[src/rtl/mem_port_arbiter_if.sv]
// rtl/mem_port_arbiter_if.sv - fetch/data requester and memory signals of the unified-memory port arbiter
interface mem_port_arbiter_if #(
    parameter int AW = 32,
    parameter int DW = 32
);
    logic          I_REQ;
    logic [AW-1:0] I_ADDR;
    logic          I_RDY;
    logic          I_VLD;
    logic [DW-1:0] I_DATA;
    logic          D_REQ;
    logic          D_WE;
    logic [AW-1:0] D_ADDR;
    logic [DW-1:0] D_WDATA;
    logic          D_RDY;
    logic          D_VLD;
    logic [DW-1:0] D_RDATA;
    logic [AW-1:0] M_ADDR;
    logic [DW-1:0] M_DIN;
    logic          M_WE;
    logic [DW-1:0] M_DOUT;
    logic          BUSY;

    modport slave (
        input  I_REQ, I_ADDR, D_REQ, D_WE, D_ADDR, D_WDATA, M_DOUT,
        output I_RDY, I_VLD, I_DATA, D_RDY, D_VLD, D_RDATA, M_ADDR, M_DIN, M_WE, BUSY
    );

    modport master (
        output I_REQ, I_ADDR, D_REQ, D_WE, D_ADDR, D_WDATA, M_DOUT,
        input  I_RDY, I_VLD, I_DATA, D_RDY, D_VLD, D_RDATA, M_ADDR, M_DIN, M_WE, BUSY
    );
endinterface

[src/rtl/mem_port_arbiter.sv]
// rtl/mem_port_arbiter.sv - shares one single-port memory between fetch and load/store requesters
// Data wins contention; a starvation counter forces a fetch grant after STARVE_MAX data grants.
module mem_port_arbiter #(
    parameter int AW         = 32,
    parameter int DW         = 32,
    parameter int MEM_LAT    = 1,
    parameter int STARVE_MAX = 4
) (
    input  logic               CLK,
    input  logic               RST_X,
    mem_port_arbiter_if.slave  bus
);
    typedef enum logic [1:0] {S_IDLE = 2'd0, S_ACC = 2'd1, S_RSP = 2'd2} state_t;

    localparam logic [3:0] LAT_M1     = 4'(MEM_LAT - 1);
    localparam logic [3:0] STARVE_LIM = 4'(STARVE_MAX);

    state_t        state;
    state_t        state_nxt;
    logic          owner_d;
    logic          acc_rd;
    logic [3:0]    cnt;
    logic [3:0]    starve;
    logic          grant_i;
    logic          grant_d;
    logic [AW-1:0] sel_addr;
    logic [DW-1:0] rd_word;

    // RST_X gates the grants so both RDY read 0 while reset is held
    always_comb begin
        grant_d = 1'b0;
        grant_i = 1'b0;
        if (state == S_IDLE && RST_X) begin
            grant_d = bus.D_REQ && (!bus.I_REQ || starve != STARVE_LIM);
            grant_i = bus.I_REQ && !grant_d;
        end
        sel_addr = grant_d ? bus.D_ADDR : bus.I_ADDR;
        rd_word  = bus.M_DOUT;
    end

    always_ff @(posedge CLK or negedge RST_X) begin
        if (!RST_X) begin
            state <= S_IDLE;
        end else begin
            state <= state_nxt;
        end
    end

    always_comb begin
        state_nxt = state;
        case (state)
            S_IDLE:  if (grant_i || grant_d) state_nxt = S_ACC;
            S_ACC:   if (cnt == 4'd0) state_nxt = S_RSP;
            S_RSP:   state_nxt = S_IDLE;
            default: state_nxt = S_IDLE;
        endcase
    end

    always_comb begin
        bus.I_RDY = grant_i;
        bus.D_RDY = grant_d;
        bus.I_VLD = (state == S_RSP) && !owner_d;
        bus.D_VLD = (state == S_RSP) && owner_d;
        bus.BUSY  = (state != S_IDLE);
    end

    always_ff @(posedge CLK or negedge RST_X) begin
        if (!RST_X) begin
            owner_d     <= 1'b0;
            acc_rd      <= 1'b0;
            cnt         <= 4'd0;
            starve      <= 4'd0;
            bus.M_ADDR  <= '0;
            bus.M_DIN   <= '0;
            bus.M_WE    <= 1'b0;
            bus.I_DATA  <= '0;
            bus.D_RDATA <= '0;
        end else begin
            // write strobe lives only in the first ACC cycle
            bus.M_WE <= 1'b0;
            if (grant_i || grant_d) begin
                owner_d    <= grant_d;
                acc_rd     <= !(grant_d && bus.D_WE);
                bus.M_ADDR <= sel_addr;
                bus.M_DIN  <= bus.D_WDATA;
                bus.M_WE   <= grant_d && bus.D_WE;
                cnt        <= LAT_M1;
            end
            if (state == S_ACC) begin
                if (cnt == 4'd0) begin
                    if (acc_rd && owner_d) begin
                        bus.D_RDATA <= rd_word;
                    end else if (acc_rd) begin
                        bus.I_DATA <= rd_word;
                    end
                end else begin
                    cnt <= cnt - 4'd1;
                end
            end
            if (grant_i || !bus.I_REQ) begin
                starve <= 4'd0;
            end else if (grant_d && starve != STARVE_LIM) begin
                starve <= starve + 4'd1;
            end
        end
    end
endmodule
[src/flat_wrapper.sv]
// flat-port wrapper written by rule: the top's interface ports become plain ports
module mem_port_arbiter_flat 
#(
    parameter int AW         = 32,
    parameter int DW         = 32,
    parameter int MEM_LAT    = 1,
    parameter int STARVE_MAX = 4
)
  (CLK, RST_X, bus_I_REQ, bus_I_ADDR, bus_D_REQ, bus_D_WE, bus_D_ADDR, bus_D_WDATA, bus_M_DOUT, bus_I_RDY, bus_I_VLD, bus_I_DATA, bus_D_RDY, bus_D_VLD, bus_D_RDATA, bus_M_ADDR, bus_M_DIN, bus_M_WE, bus_BUSY);
  mem_port_arbiter_if #(.AW(AW), .DW(DW)) bus_i ();
  input  logic CLK;
  input  logic RST_X;
  input wire logic [$bits(bus_i.I_REQ)-1:0] bus_I_REQ;
  input wire logic [$bits(bus_i.I_ADDR)-1:0] bus_I_ADDR;
  input wire logic [$bits(bus_i.D_REQ)-1:0] bus_D_REQ;
  input wire logic [$bits(bus_i.D_WE)-1:0] bus_D_WE;
  input wire logic [$bits(bus_i.D_ADDR)-1:0] bus_D_ADDR;
  input wire logic [$bits(bus_i.D_WDATA)-1:0] bus_D_WDATA;
  input wire logic [$bits(bus_i.M_DOUT)-1:0] bus_M_DOUT;
  output wire logic [$bits(bus_i.I_RDY)-1:0] bus_I_RDY;
  output wire logic [$bits(bus_i.I_VLD)-1:0] bus_I_VLD;
  output wire logic [$bits(bus_i.I_DATA)-1:0] bus_I_DATA;
  output wire logic [$bits(bus_i.D_RDY)-1:0] bus_D_RDY;
  output wire logic [$bits(bus_i.D_VLD)-1:0] bus_D_VLD;
  output wire logic [$bits(bus_i.D_RDATA)-1:0] bus_D_RDATA;
  output wire logic [$bits(bus_i.M_ADDR)-1:0] bus_M_ADDR;
  output wire logic [$bits(bus_i.M_DIN)-1:0] bus_M_DIN;
  output wire logic [$bits(bus_i.M_WE)-1:0] bus_M_WE;
  output wire logic [$bits(bus_i.BUSY)-1:0] bus_BUSY;
  assign bus_i.I_REQ = bus_I_REQ;
  assign bus_i.I_ADDR = bus_I_ADDR;
  assign bus_i.D_REQ = bus_D_REQ;
  assign bus_i.D_WE = bus_D_WE;
  assign bus_i.D_ADDR = bus_D_ADDR;
  assign bus_i.D_WDATA = bus_D_WDATA;
  assign bus_i.M_DOUT = bus_M_DOUT;
  assign bus_I_RDY = bus_i.I_RDY;
  assign bus_I_VLD = bus_i.I_VLD;
  assign bus_I_DATA = bus_i.I_DATA;
  assign bus_D_RDY = bus_i.D_RDY;
  assign bus_D_VLD = bus_i.D_VLD;
  assign bus_D_RDATA = bus_i.D_RDATA;
  assign bus_M_ADDR = bus_i.M_ADDR;
  assign bus_M_DIN = bus_i.M_DIN;
  assign bus_M_WE = bus_i.M_WE;
  assign bus_BUSY = bus_i.BUSY;
  mem_port_arbiter #(.AW(AW), .DW(DW), .MEM_LAT(MEM_LAT), .STARVE_MAX(STARVE_MAX)) u_core (.CLK(CLK), .RST_X(RST_X), .bus(bus_i));
endmodule
[config.mk]
export PLATFORM = sky130hd
export DESIGN_NAME = mem_port_arbiter_flat
export DESIGN_NICKNAME = d
export VERILOG_FILES = /design/src/rtl/mem_port_arbiter_if.sv /design/src/rtl/mem_port_arbiter.sv /design/src/flat_wrapper.sv
export SDC_FILE = /design/constraint.sdc
export NUM_CORES = 1
export LEC_CHECK = 0
export ABC_AREA = 1
export ABC_CLOCK_PERIOD_IN_PS = 3700
export CAP_MARGIN = 15
export CORE_UTILIZATION = 44
export DETAILED_ROUTE_END_ITERATION = 12
export GPL_TIMING_DRIVEN = 0
export PLACE_DENSITY = 0.95
export SYNTH_ARGS = -nofsm -noshare
export SYNTH_HDL_FRONTEND = slang
export SYNTH_SLANG_ARGS = --single-unit
export TNS_END_PERCENT = 50
[constraint.sdc]
create_clock -name CLK -period 3.7 [get_ports CLK]
set_input_delay 0.37 -clock CLK [delete_from_list [all_inputs] [get_ports CLK]]
set_output_delay 0.37 -clock CLK [all_outputs]
set_load 0.01 [all_outputs]
### Word-level counts from Yosys, hierarchy flattened

Cells that the tools add are included.

* input bits: 133
* register bits: 141
* output and inout bits: 134
* word-level logic and storage cells: 52

* add/sub/neg operators: 2
* multiplexer cells: 12
* bitwise logic cells: 1
* equal/unequal tests: 5
* reduce and logical (&&, ||, !) cells: 22

Operator list (number)
* $mux 32: 1
* $mux 4: 5
* $logic_and 1x1->1: 8
* $add 4x1->4 const B: 1
* $logic_not 1->1: 4
* $logic_not 4->1: 1
* $mux 2: 2
* $ne 4x3->1 const B: 1
* $pmux 2 s2: 1
* $reduce_and 4->1: 1
* $reduce_bool 2->1: 2
* $sub 4x1->4 const B: 1
* $logic_or 1x1->1: 3
* $mux 1: 3
* $reduce_and 3->1: 1
* $eq 2x1->1 const B: 1
* $eq 2x2->1 const B: 1
* $logic_not 2->1: 1
* $ne 2x1->1 const B: 1
* $ne 2x2->1 const B: 1
* $reduce_and 2->1: 1
* $not 1->1: 1

### Longest topological paths before layout

* word-level depth: 10
* depth in mapped cells: 10
* gate-level depth less buffers: 8

### Worst setup path after synthesis

Ideal clock, no wire load.

* path kind: register -> output
* start point: reg u_core.starve[0]
* end point: out bus_D_RDY
* buffers on the path: 2
* cell stages (with the launch flop): 8
* required time: 3330 ps
* setup slack: 2030 ps
* data arrival time: 1300 ps
* cell sequence: dfrtp_1 inv_1 ha_1 nand4_1 nand3_1 buf_2 inv_2 buf_2

* word-level cells in the longest chain between the ends: 4

RTL lines
* start, declared: line mem_port_arbiter.sv:23 `logic [3:0] starve;`
* start signal, assigned: line mem_port_arbiter.sv:103 `starve <= starve + 4'd1;`
* $ne 4x3->1: line mem_port_arbiter.sv:34 `grant_d = bus.D_REQ && (!bus.I_REQ || starve != STARVE_LIM);`
* $logic_or 1x1->1: line mem_port_arbiter.sv:34
* $logic_and 1x1->1: line mem_port_arbiter.sv:34
* $mux 1: line mem_port_arbiter.sv:33 `if (state == S_IDLE && RST_X) begin`
* end, declared: line flat_wrapper.sv:23 `output wire logic [$bits(bus_i.D_RDY)-1:0] bus_D_RDY;`

No other way between the ends.

### Final worst setup path

* start point: in RST_X
* end point: out bus_D_RDY

* word-level cells in the longest chain between the ends: 2

RTL lines
* start, declared: line flat_wrapper.sv:12 `input logic RST_X;`
* $logic_and 1x1->1: line mem_port_arbiter.sv:33
* $mux 1: line mem_port_arbiter.sv:33

No other way between the ends.

==> qor.yml <==
detailed_routing:
  totalWireLength_mm: 18.4
  wl_per_cell_microns: 16.2
  vias: 5715
  ant_nets: 0
  dr.pass1.iters: 9
  drt_iter0_markers: 412
  via_per_inst: 5.02
  drc: 0
worst_hold_path:
  holdCritPathClass: "reg -> reg"
synth:
  synth_largest_area_cell: "dfrtp_1"
  yosys_register_bits: 141
  synth_nets: 802
  synth_common_cells: "nand2_1 (240), dfrtp_1 (141), inv_1 (80)"
  synth_area_leaders: "dfrtp_1 (60%), nand2_1 (15%), nand3_1 (6.3%), inv_1 (5.1%), o21ai_0 (4.4%)"
  synth-main-ff-cell: "dfrtp_1"
  syn_area_per_cell_sq_um: 8.76
  synth-seq-area-share_pct: 60.5
  yosysUniqueCellTypes: 23
  synth_top_area_share_pct: 60.5
  synth-edff-count: 0
  synthArstFlopShare_pct: 100
  yosys_warnings: 0
  yosys.cell_count.top_type: "nand2_1"
  synthCells: 666
  syn-cell-area_sq_um: 5840
outcome:
  run_status: "finished, final reports clean"
cts:
  numCtsBuffers: 17
  clock-sinks: 141
  h-tree-depth: 4
  cts-resized-gates: 0
  root_buffer: "clkbuf_16"
  cts_buffer_depth: 2
  clkTransAtPathRegs_ns: 0.05
  cts_tree: "built"
  clk-insertion-delay-late_ns: 0.42
global_routing:
  use_met3_pct: 7.11
  grt_pass1_wl_mm: 27.7
  grt_use_met2_pct: 45.5
  grt_max_degree: 100
  grt_pass1_vias: 5619
  grt_most_used_layer: "met2"
  antenna_found_initial: 0
  grt_use_met1_pct: 31.2
  grt_usage_pct: 27.2
  grt_overflow: 0
worst_setup_path:
  max_stage_delay_ns: 0.59
  cp-end-kind: "primary output"
  required_ns: 3.33
  worst_setup_path_start_kind: "input pin"
  crit_buf_inv: 8
  crit_type: "in -> out"
  critPathTopFamily: "buffers and inverters"
  worstPathCellList: "dlygate4sd3_1 > buf_6 > buf_16 > inv_1 > nor2_1 > nand3_1 > buf_2 > inv_2 > buf_2 > clkdlybuf4s50_1"
  cp_common_cell: "buf_2"
  crit_slowest_cell: "clkdlybuf4s50_1"
  cp.arrival_ns: 3.16
  critPathMaxFanout: 99
flow_run:
  maxCapViolCount: 0
timing:
  slew_viol_final: 0
  worst_slew_pin_slew_ns: 0.577
  fin_crit_sh_pct: 95.5
  rsz0062_at_grt: "no"
  post-route-min-period_ns: 3.53
  fmax_mhz: 283
  fin_skew_ns: 0.00882
  slew_headroom_pct: 61.2
  finalSetupTns_ns: 0
  setup-violations-final: 0
  finalHoldViolations: 0
layout:
  nNetsFinal: 1090
  design_area_sq_um: 9360
  drive_above_1_share_pct: 7.14
  area_delta_synth_final_pct: 60.4
  fin_util_pct: 73.3
  n_antenna_cell: 0
placed_design:
  place.port_buffers: 266
  placed_cell_area_sq_um: 8740
  dp_hpwl_mm: 13.5
  routabilityCongestion: 0.827
floorplan:
  ioPinCount: 267
  die-width_microns: 117
  initial_core_util_pct: 45.7
  die_area_sq_um: 13700
  core_region_area_sq_um: 12800
  row_count: 41
  fp.dieH_microns: 117
power:
  p_per_area_nw_per_um2: 698
  leakagePower_nw: 4.50
  ir_worst_vdd_mv: 0.297
## cells by family (layout without fill, tap and decap cells)
logic type	count (synthesis)	in the layout	share of synthesized area, %
simple gates	329	329	23.5
xor+xnor	3	3	0.450
buf+inv	116	417	8.51
flops	141	141	60.5
fa+ha+maj	3	3	0.643
compound gates	74	74	6.47
## path summary, 6_finish.rpt
check,slack (ns),to,cells after the start,from
hold reg to reg,0.47,u_core.bus.M_DIN[2],2,u_core.bus.M_DIN[2]
min in group asynchronous,0.50,u_core.bus.M_DIN[28],3,RST_X
setup / recovery,0.17,bus_D_RDY,10,RST_X
setup reg to reg,1.72,u_core.bus.M_DIN[0],10,u_core.starve[0]
hold / removal,0.47,u_core.bus.M_DIN[2],2,u_core.bus.M_DIN[2]
max in group asynchronous,2.70,u_core.bus.D_RDATA[31],3,RST_X
## report_power, final
group          internal, mW  switching (mW)  total [mW]
clock network          1.01           0.645        1.65
registers              2.11           0.327        2.43
logic                  1.34            1.10        2.45
## final cells by class
cell class              count  area (sq um)
well taps                 172           215
fillers                   865          3410
clock buffers              22           494
clock inverters            10          86.3
multi-input cells         409          1810
repair buffers            269          2730
flip-flops and latches    141          3530
inverters                  84           315
plain buffers              32           181
## placed cells by master, fill, tap and decap left out
| cell | n |
|---|---|
| clkbuf_8 | 5 |
| nand2_2 | 1 |
| clkinv_2 | 5 |
| nor3_1 | 2 |
| bufinv_16 | 1 |
| clkbuf_16 | 17 |
| o22ai_1 | 3 |
| nand2_1 | 240 |
| nand3_1 | 74 |
| inv_2 | 4 |
| clkbuf_1 | 8 |
| dlygate4sd3_1 | 1 |
| nor2_1 | 6 |
| ha_1 | 3 |
| o21ai_1 | 16 |
| xor2_1 | 3 |
| inv_6 | 1 |
| buf_6 | 6 |
| clkdlybuf4s50_1 | 265 |
| o21ai_0 | 51 |
| a21oi_2 | 1 |
| nor2_2 | 1 |
| nand3_2 | 2 |
| dfrtp_1 | 141 |
| nand4_1 | 2 |
| buf_2 | 17 |
| clkinvlp_4 | 3 |
| clkbuf_2 | 2 |
| buf_16 | 2 |
| nor4_4 | 1 |
| a21oi_1 | 3 |
| inv_1 | 80 |
## state kept, by name (all words and copies together), names as in the netlist, 2 cells and up
name and flops:
u_core.bus.D_RDATA 32, u_core.bus.I_DATA 32, u_core.bus.M_ADDR 32, u_core.bus.M_DIN 32, u_core.cnt 4, u_core.starve 4, u_core.state 2
## timing repair
item | 4_1_cts | 5_1_grt
hold buffers | 2 | 0
hold endpoints to repair | 44 | 0
buffers inserted | 0 | 0
## metrics by stage
stage / instances / power (mW) / hold slack, ns / worst slack (ns)
4_1_cts: 1139 / 6.56 / 0.472 / 0.157
5_1_grt: 1139 / 6.90 / 0.486 / 0.0240
6_report: 1139 / 6.53 / 0.469 / 0.166
2_1_floorplan: 666 / 3.29 / 0.0744 / 2.03
3_5_place_dp: 1105 / 4.88 / 0.321 / 0.479
3_3_place_gp: 1104 / 4.77 / 0.453 / -3.93
## tightest hold or removal path, delay by kind of cell, from the launching register on
| family | cells | cell delay (ns) |
|---|---|---|
| AND/OR/NAND/NOR | 2 | 0.10 |
| flip-flops | 1 | 0.33 |
## routing by layer
layer	vias up	wire, microns
met2	277	9300
met4	0	890
met5	-	0
li1	2662	-
met3	67	1200
met1	2709	7040
Note: power is estimated with default switching activity, not from simulation.
